## config.mk

```make
export PLATFORM = sky130hd
export DESIGN_NAME = led_mode_selector
export DESIGN_NICKNAME = d
export VERILOG_FILES = /design/src/rtl/led_mode_selector.sv
export SDC_FILE = /design/constraint.sdc
export NUM_CORES = 1
export LEC_CHECK = 0
export BUFFER_PORTS_ARGS = -buffer_cell sky130_fd_sc_hd__buf_2
export CELL_PAD_IN_SITES_DETAIL_PLACEMENT = 1
export CELL_PAD_IN_SITES_GLOBAL_PLACEMENT = 1
export CORE_ASPECT_RATIO = 0.5
export CORE_MARGIN = 2
export CORE_UTILIZATION = 40
export CTS_CLUSTER_DIAMETER = 150
export CTS_CLUSTER_SIZE = 40
export DETAILED_ROUTE_END_ITERATION = 8
export GPL_ROUTABILITY_DRIVEN = 0
export PLACE_DENSITY = 0.7
export SLEW_MARGIN = 10
export SYNTH_ARGS = -nofsm -noshare
export SYNTH_HDL_FRONTEND = slang
export SYNTH_SLANG_ARGS = --single-unit
```

## constraint.sdc

```tcl
create_clock -name clk -period 2.58 [get_ports clk]
set_clock_uncertainty 0.1 [all_clocks]
set_input_delay 0.129 -clock clk [delete_from_list [all_inputs] [get_ports clk]]
set_output_delay 0.129 -clock clk [all_outputs]
set_load 0.05 [all_outputs]
```

## src/rtl/led_mode_selector.sv

```systemverilog
// led_mode_selector
//   Output stage of the heartbeat-light design. It debounces the user
//   push-button. Each accepted press steps to the next mode. Every mode
//   change forces the LEDs off for a short blanking interval. The pattern
//   of the selected mode driver is registered onto the board LEDs.
//
// Ports
//   clk        : system clock (single domain)
//   rst_n      : asynchronous active-low reset
//   key_n      : raw push-button, active low, asynchronous to clk
//   modeN_led  : 8-bit patterns from the per-mode LED drivers (N = 0..3)
//   led_out    : registered LED drive, 1 = on
//   mode       : registered current mode index
//   mode_chg   : one-cycle pulse in the cycle after each accepted press
module led_mode_selector #(
    parameter int NUM_MODES    = 4,
    parameter int DEBOUNCE_CYC = 240000,
    parameter int BLANK_CYC    = 600000
) (
    input  logic       clk,
    input  logic       rst_n,
    input  logic       key_n,
    input  logic [7:0] mode0_led,
    input  logic [7:0] mode1_led,
    input  logic [7:0] mode2_led,
    input  logic [7:0] mode3_led,
    output logic [7:0] led_out,
    output logic [1:0] mode,
    output logic       mode_chg
);

    localparam logic [23:0] DB_LAST    = 24'(DEBOUNCE_CYC - 1);
    localparam logic [23:0] BLANK_LAST = 24'(BLANK_CYC - 1);
    localparam logic [1:0]  MODE_LAST  = 2'(NUM_MODES - 1);

    typedef enum logic {
        SHOW  = 1'b0,
        BLANK = 1'b1
    } state_t;

    // ------------------------------------------------------------------
    // Two-flop synchronizer. It idles high, which is the released level.
    // ------------------------------------------------------------------
    logic key_meta;
    logic key_sync;

    always_ff @(posedge clk or negedge rst_n) begin
        if (!rst_n) begin
            key_meta <= 1'b1;
            key_sync <= 1'b1;
        end else begin
            key_meta <= key_n;
            key_sync <= key_meta;
        end
    end

    // ------------------------------------------------------------------
    // Debouncer. A new level is accepted only after DEBOUNCE_CYC
    // consecutive cycles of disagreement with the accepted level. Any
    // return to the accepted level clears the count.
    // ------------------------------------------------------------------
    logic        key_state;
    logic [23:0] db_cnt;
    logic        press_evt;

    always_ff @(posedge clk or negedge rst_n) begin
        if (!rst_n) begin
            key_state <= 1'b1;
            db_cnt    <= 24'd0;
        end else if (key_sync == key_state) begin
            db_cnt <= 24'd0;
        end else if (db_cnt == DB_LAST) begin
            key_state <= key_sync;
            db_cnt    <= 24'd0;
        end else begin
            db_cnt <= db_cnt + 24'd1;
        end
    end

    // Asserted during the cycle whose closing edge flips key_state from
    // 1 to 0. The debouncer and the FSM both act on that same edge.
    // Releases (0 -> 1) are not events.
    assign press_evt = key_state && !key_sync && (db_cnt == DB_LAST);

    // ------------------------------------------------------------------
    // SHOW / BLANK state machine
    // ------------------------------------------------------------------
    state_t      state;
    state_t      state_nxt;
    logic [23:0] blank_cnt;
    logic [23:0] blank_cnt_nxt;
    logic [1:0]  mode_nxt;
    logic [7:0]  led_sel;
    logic [7:0]  led_nxt;

    // State register
    always_ff @(posedge clk or negedge rst_n) begin
        if (!rst_n) state <= SHOW;
        else        state <= state_nxt;
    end

    // Next-state logic. A press always lands in BLANK, including a press
    // that arrives during BLANK, so every mode change gets a full blank.
    always_comb begin
        state_nxt = state;
        case (state)
            SHOW:    if (press_evt) state_nxt = BLANK;
            BLANK:   if (press_evt)                    state_nxt = BLANK;
                     else if (blank_cnt == BLANK_LAST) state_nxt = SHOW;
            default: state_nxt = SHOW;
        endcase
    end

    // Output / datapath next values
    always_comb begin
        mode_nxt = mode;
        if (press_evt)
            mode_nxt = (mode == MODE_LAST) ? 2'd0 : mode + 2'd1;

        blank_cnt_nxt = blank_cnt;
        if (press_evt)
            blank_cnt_nxt = 24'd0;
        else if (state == BLANK)
            blank_cnt_nxt = (blank_cnt == BLANK_LAST) ? 24'd0 : blank_cnt + 24'd1;

        // mode never exceeds NUM_MODES-1, so the unused inputs are never
        // selected.
        case (mode)
            2'd0:    led_sel = mode0_led;
            2'd1:    led_sel = mode1_led;
            2'd2:    led_sel = mode2_led;
            default: led_sel = mode3_led;
        endcase

        led_nxt = (state == BLANK) ? 8'h00 : led_sel;
    end

    // Registered outputs
    always_ff @(posedge clk or negedge rst_n) begin
        if (!rst_n) begin
            mode      <= 2'd0;
            blank_cnt <= 24'd0;
            led_out   <= 8'h00;
            mode_chg  <= 1'b0;
        end else begin
            mode      <= mode_nxt;
            blank_cnt <= blank_cnt_nxt;
            led_out   <= led_nxt;
            mode_chg  <= press_evt;
        end
    end

endmodule

```

; ---- After elaboration in Yosys (flattened, before gate mapping)
; Cells that the tools add are included.
; Widths: inputs -> output; s select.
[totals]
register_bits = 63
inputBits = 35
out_inout_bits = 11
wordCells = 38
[op_classes]
add_sub_neg = 3
n_mux = 12
reduce_logical = 6
bitwise_logic = 2
n_eq_ne = 6
[op_table]
columns = operator, n
row1 = $mux 24, 5
row2 = $add 24x1->24 const B, 2
row3 = $eq 24x18->1 const B, 1
row4 = $eq 24x20->1 const B, 1
row5 = $pmux 8 s3, 1
row6 = $mux 8, 1
row7 = $eq 2x2->1 const B, 2
row8 = $mux 1, 3
row9 = $add 2x1->2 const B, 1
row10 = $eq 2x1->1 const B, 1
row11 = $logic_and 1x1->1, 2
row12 = $logic_not 2->1, 1
row13 = $mux 2, 1
row14 = $not 1->1, 2
row15 = $pmux 1 s2, 1
row16 = $reduce_and 2->1, 1
row17 = $reduce_bool 2->1, 1
row18 = $eq 1x1->1, 1
row19 = $logic_not 1->1, 1

; ---- Depth between registers and ports, before layout
[depth]
ltp_word = 5
ltp_mapped = 8
depth_no_buf = 6

; ---- Least setup slack after synthesis
; No wires, ideal clock.
[synth_timing]
path_type = reg-to-reg
from = register db_cnt[14]
to = register db_cnt[18]
path_slack_ps = 339
setup_ps = 119
path_buffers = 3
path_stages_with_launch = 9
arrival_time_ps = 2022
path_cell_list = dfrtp_1 -> buf_6 -> or4b_4 -> or3_1 -> nor4_2 -> or2_1 -> buf_6 -> buf_12 -> nor2_1
[synth_between]
elab_chain_cells = 3
word_cells_on_any_way = 4
classes_between = add/sub: 1 / eq/ne: 1 / mux: 2
[synth_rtl]
columns = element, line_no
row1 = start: declaration, 63  ; logic [23:0] db_cnt;
row2 = start signal: assignment, 76  ; db_cnt <= db_cnt + 24'd1;
row3 = $add 24x1->24 / $eq 24x18->1 (equally long branches), "76, 72"
row4 = $mux 24 (*), 72  ; end else if (db_cnt == DB_LAST) begin
row5 = $mux 24 (*), 70  ; end else if (key_sync == key_state) begin
; Mark *: on every way between the ends. The rest lies on a longest branch, timed or not.
; A chain may end at the register's enable or synchronous reset.

; ---- Worst setup path in the final report
[layout_timing]
from = register blank_cnt[17]
to = register blank_cnt[7]
[layout_between]
elab_chain_cells = 4
[layout_rtl]
columns = element, line_no
row1 = start: declaration, 90  ; logic [23:0] blank_cnt;
row2 = start signal: assignment, 147  ; blank_cnt <= blank_cnt_nxt;
row3 = $eq 24x20->1, 124  ; blank_cnt_nxt = (blank_cnt == BLANK_LAST) ? 24'd0 : blank_cnt + 24'd1;
row4 = $mux 24, 124
row5 = $mux 24, 123  ; else if (state == BLANK)
row6 = $mux 24, 121  ; if (press_evt)
; No other way between the ends. The select of a mux whose other input is x is not followed.

==> run summary <==
Clk pwr share = 53.9%
CP required = 2680 ps
# fillers = 948
Crit Path Class = flip-flop to flip-flop
Area of the multi-input gates = 0.00170 mm²
DRT Pass-1 Iters = 5
Status = finished clean
DR WL/cell = 17.6 µm
First-pass GRT wire length = 16.4 mm
Async SR Flop Fraction = 100%
Final TNS setup = 0 ps
Register Area = 0.00158 mm²
Actual slew at the worst max-slew pin = 825 ps
Sw frac = 20.7%
LEAKAGE = 1.90 nW
CP arrival = 2440 ps
M2 GR Usage = 38.1%
Die area = 0.00943 mm²
Syn Area/Cell = 9.35 µm²
Vias = 3042
Grt peak-use layer = met2
Sequential fraction of the synthesis area = 45.8%
HP Class = input port to flip-flop
Initial antenna violation count = 0
Final wirelength = 9.52 mm
I/O pins = 46
Final cycle utilization of the critical path = 90.7%
Leading cell types in the layout, fill and taps excluded = dfrtp_1 (60), nor2_1 (58), buf_2 (45), a21oi_1 (24), nand2_1 (21)
GR Util met1 = 26.9%
Gr usage total = 22.2%
H-Tree Depth = 3
Worst setup SP type = flip-flop
Post-route insts no fill = 541
DRC violations left = 0
Setup Fix Bufs, Post-CTS = 0
Largest net degree at the start of global routing = 64
Fin. Hold Viols = 0
Worst hold stages = 5
Clk sinks = 63
Post-CTS sizing = 0
PwrDens = 582 mW/mm²
Worst Hold Endpoint = led_out[1]
RSZ-0062 raised after global routing = no
Detailed router's first-iteration violation count = 180
R2R cell count = 6
Final nets = 467
Predominant post-synthesis flop cell = dfrtp_1
Combinational Power Share = 5.0%
# rows = 23
Post-DP HPWL = 6.57 mm
GR met3 Demand/Resource = 6.07%
Cell-internal power = 1.95 mW
DIE HEIGHT = 69.7 µm
Via density = 5.62
Worst setup EP type = flip-flop
Synth cell types = 45
CTS max path bufs = 2
Slew headroom = 45.0%
Most common cell after layout, fill and taps aside = dfrtp_1
CP max FO = 11
Port Buf Inserts = 45
Peak VDD IR = 324 µV
Worst-path clk slew = 50 ps
Final max-slew violation count = 0
Ys Warns = 0
FMAX = 0.427 GHz
Hold buffers post-CTS = 10
HP Start = mode0_led[1]
Final setup fails = 0
Area share of the largest cell type after synthesis = 43.5%
Cells after synthesis = 369
Post-synth EDFFs = 0
Synth area leader = dfrtp_1
Total core area = 0.00817 mm²
Largest cells by area after synthesis = dfrtp_1 (44%), nor2_1 (6.3%), xor2_1 (4.8%), nand4_1 (3.6%), a21oi_1 (3.5%)
R2R setup slack = 240 ps
Minimum clock period = 2340 ps
Synthesized net count = 412
Reg2reg start = blank_cnt[17]
Final ANT Viol Nets = 0
Area growth syn-to-layout = 22.2%
Insertion delay to the later sink of the worst-skew pair = 330 ps
Max_cap viols = 0
Grt ovf = 0
Initial core utilization = 42.2%
Synthesis-stage register bit count = 63
Vias in the first global route = 3300
Reg power frac = 41.1%
TritonCTS clock tree = built
Syn Std Cell Area = 0.00345 mm²
Root Buffer = clkbuf_16
Ant. Diodes = 0
R2R Path End = blank_cnt[7]
Die X = 135 µm
Number of CTS-inserted buffers = 9
Placed Cells = 515
Psw = 0.508 mW
Fraction of final layout cells with drive strength greater than 1 = 20.0%
-- flip-flops by register name, summed over array words and instances, names as in the netlist --
name,cells
blank_cnt,24
db_cnt,24
led_out,8
mode,2
key_meta,1
key_state,1
key_sync,1
mode_chg,1
state,1
-- critical path, stage by stage, from the launching register on --
cell	delay [ps]
dfrtp_1	440
or4b_2	700
nor4_1	300
buf_4	260
nand2_1	170
o21ai_0	120
a31oi_1	110
-- cell families (layout without fill, tap and decap cells) --
family,count (synthesis),count (layout),synth area share [%]
DFF,63,63,45.8
and+or+nand+nor,175,175,27.5
AOI/OAI and AO/OA,62,62,11.1
adders and majority gates,8,8,2.90
xor gates and xnor gates,27,27,6.85
buffers and inverters,31,91,4.86
muxes,3,3,1.02
-- area by class of cell --
cell class	instances	share of cell area (%)
Timing Repair Buffer	66	10.3
Clock buffer	13	6.17
Sequential cell	63	37.5
Multi-Input combinational cell	275	40.4
Tap cell	112	3.32
Inverter	9	0.801
Clock inverter	3	1.54
-- power groups by stage --
stage          sequential (mW)  combinational, mW  clock (mW)
6_report                  1.01              0.123        1.32
5_1_grt                   1.01              0.136        1.39
4_1_cts                   1.01              0.125        1.36
3_5_place_dp              1.02              0.112           0
3_3_place_gp              1.02              0.108           0
2_1_floorplan             1.05             0.0311           0
-- synthesized netlist by cell type, types with 2 or more instances --
master	instances
nor4_1	6
xor2_1	19
nand2b_1	4
nand3b_1	4
or4b_2	4
or3_1	5
nor2_1	58
xnor2_1	8
a222oi_1	8
nand4_1	20
dfstp_2	3
and3_1	8
o21ai_0	16
a21oi_1	24
nor3_1	8
or4_1	3
buf_1	2
inv_1	8
clkbuf_1	13
a31oi_1	6
mux2i_1	2
buf_2	3
ha_1	8
a22oi_1	2
nand2_1	21
buf_12	2
dfrtp_1	60
and2_1	4
nand3_1	16
and4_1	5
buf_6	2
a32oi_1	4
-- metrics by stage --
| stage | util, % | instance area [µm²] | worst slack, ps | power (mW) | hold slack, ps |
|---|---|---|---|---|---|
| finish | 51.6 | 4220 | 239 | 2.45 | 87.7 |
| floorplan | - | 3450 | 339 | 1.08 | -267 |
| global placement | 46.4 | 3790 | 294 | 1.13 | 134 |
| CTS | 51.6 | 4220 | 231 | 2.49 | 89.6 |
| global route | 51.6 | 4220 | 57.6 | 2.54 | 128 |
| detailed placement | 46.4 | 3790 | 239 | 1.14 | 135 |
-- worst max-delay path by stage --
stage                         endpoint  slack (ps)           from
after CTS                    db_cnt[8]         230     db_cnt[14]
after floorplan             db_cnt[18]         340     db_cnt[14]
after global routing      blank_cnt[5]          60  blank_cnt[17]
final                     blank_cnt[7]         240  blank_cnt[17]
after detailed placement     db_cnt[8]         240     db_cnt[14]
after global placement      db_cnt[14]         290     db_cnt[14]
-- metal layers --
| layer | vias to the layer above | wire [µm] |
|---|---|---|
| met2 | 44 | 4840 |
| met1 | 1532 | 4210 |
| li1 | 1446 | - |
| met4 | 0 | 174 |
| met5 | - | 0 |
| met3 | 20 | 295 |
Power figures use the tool's default switching activity.
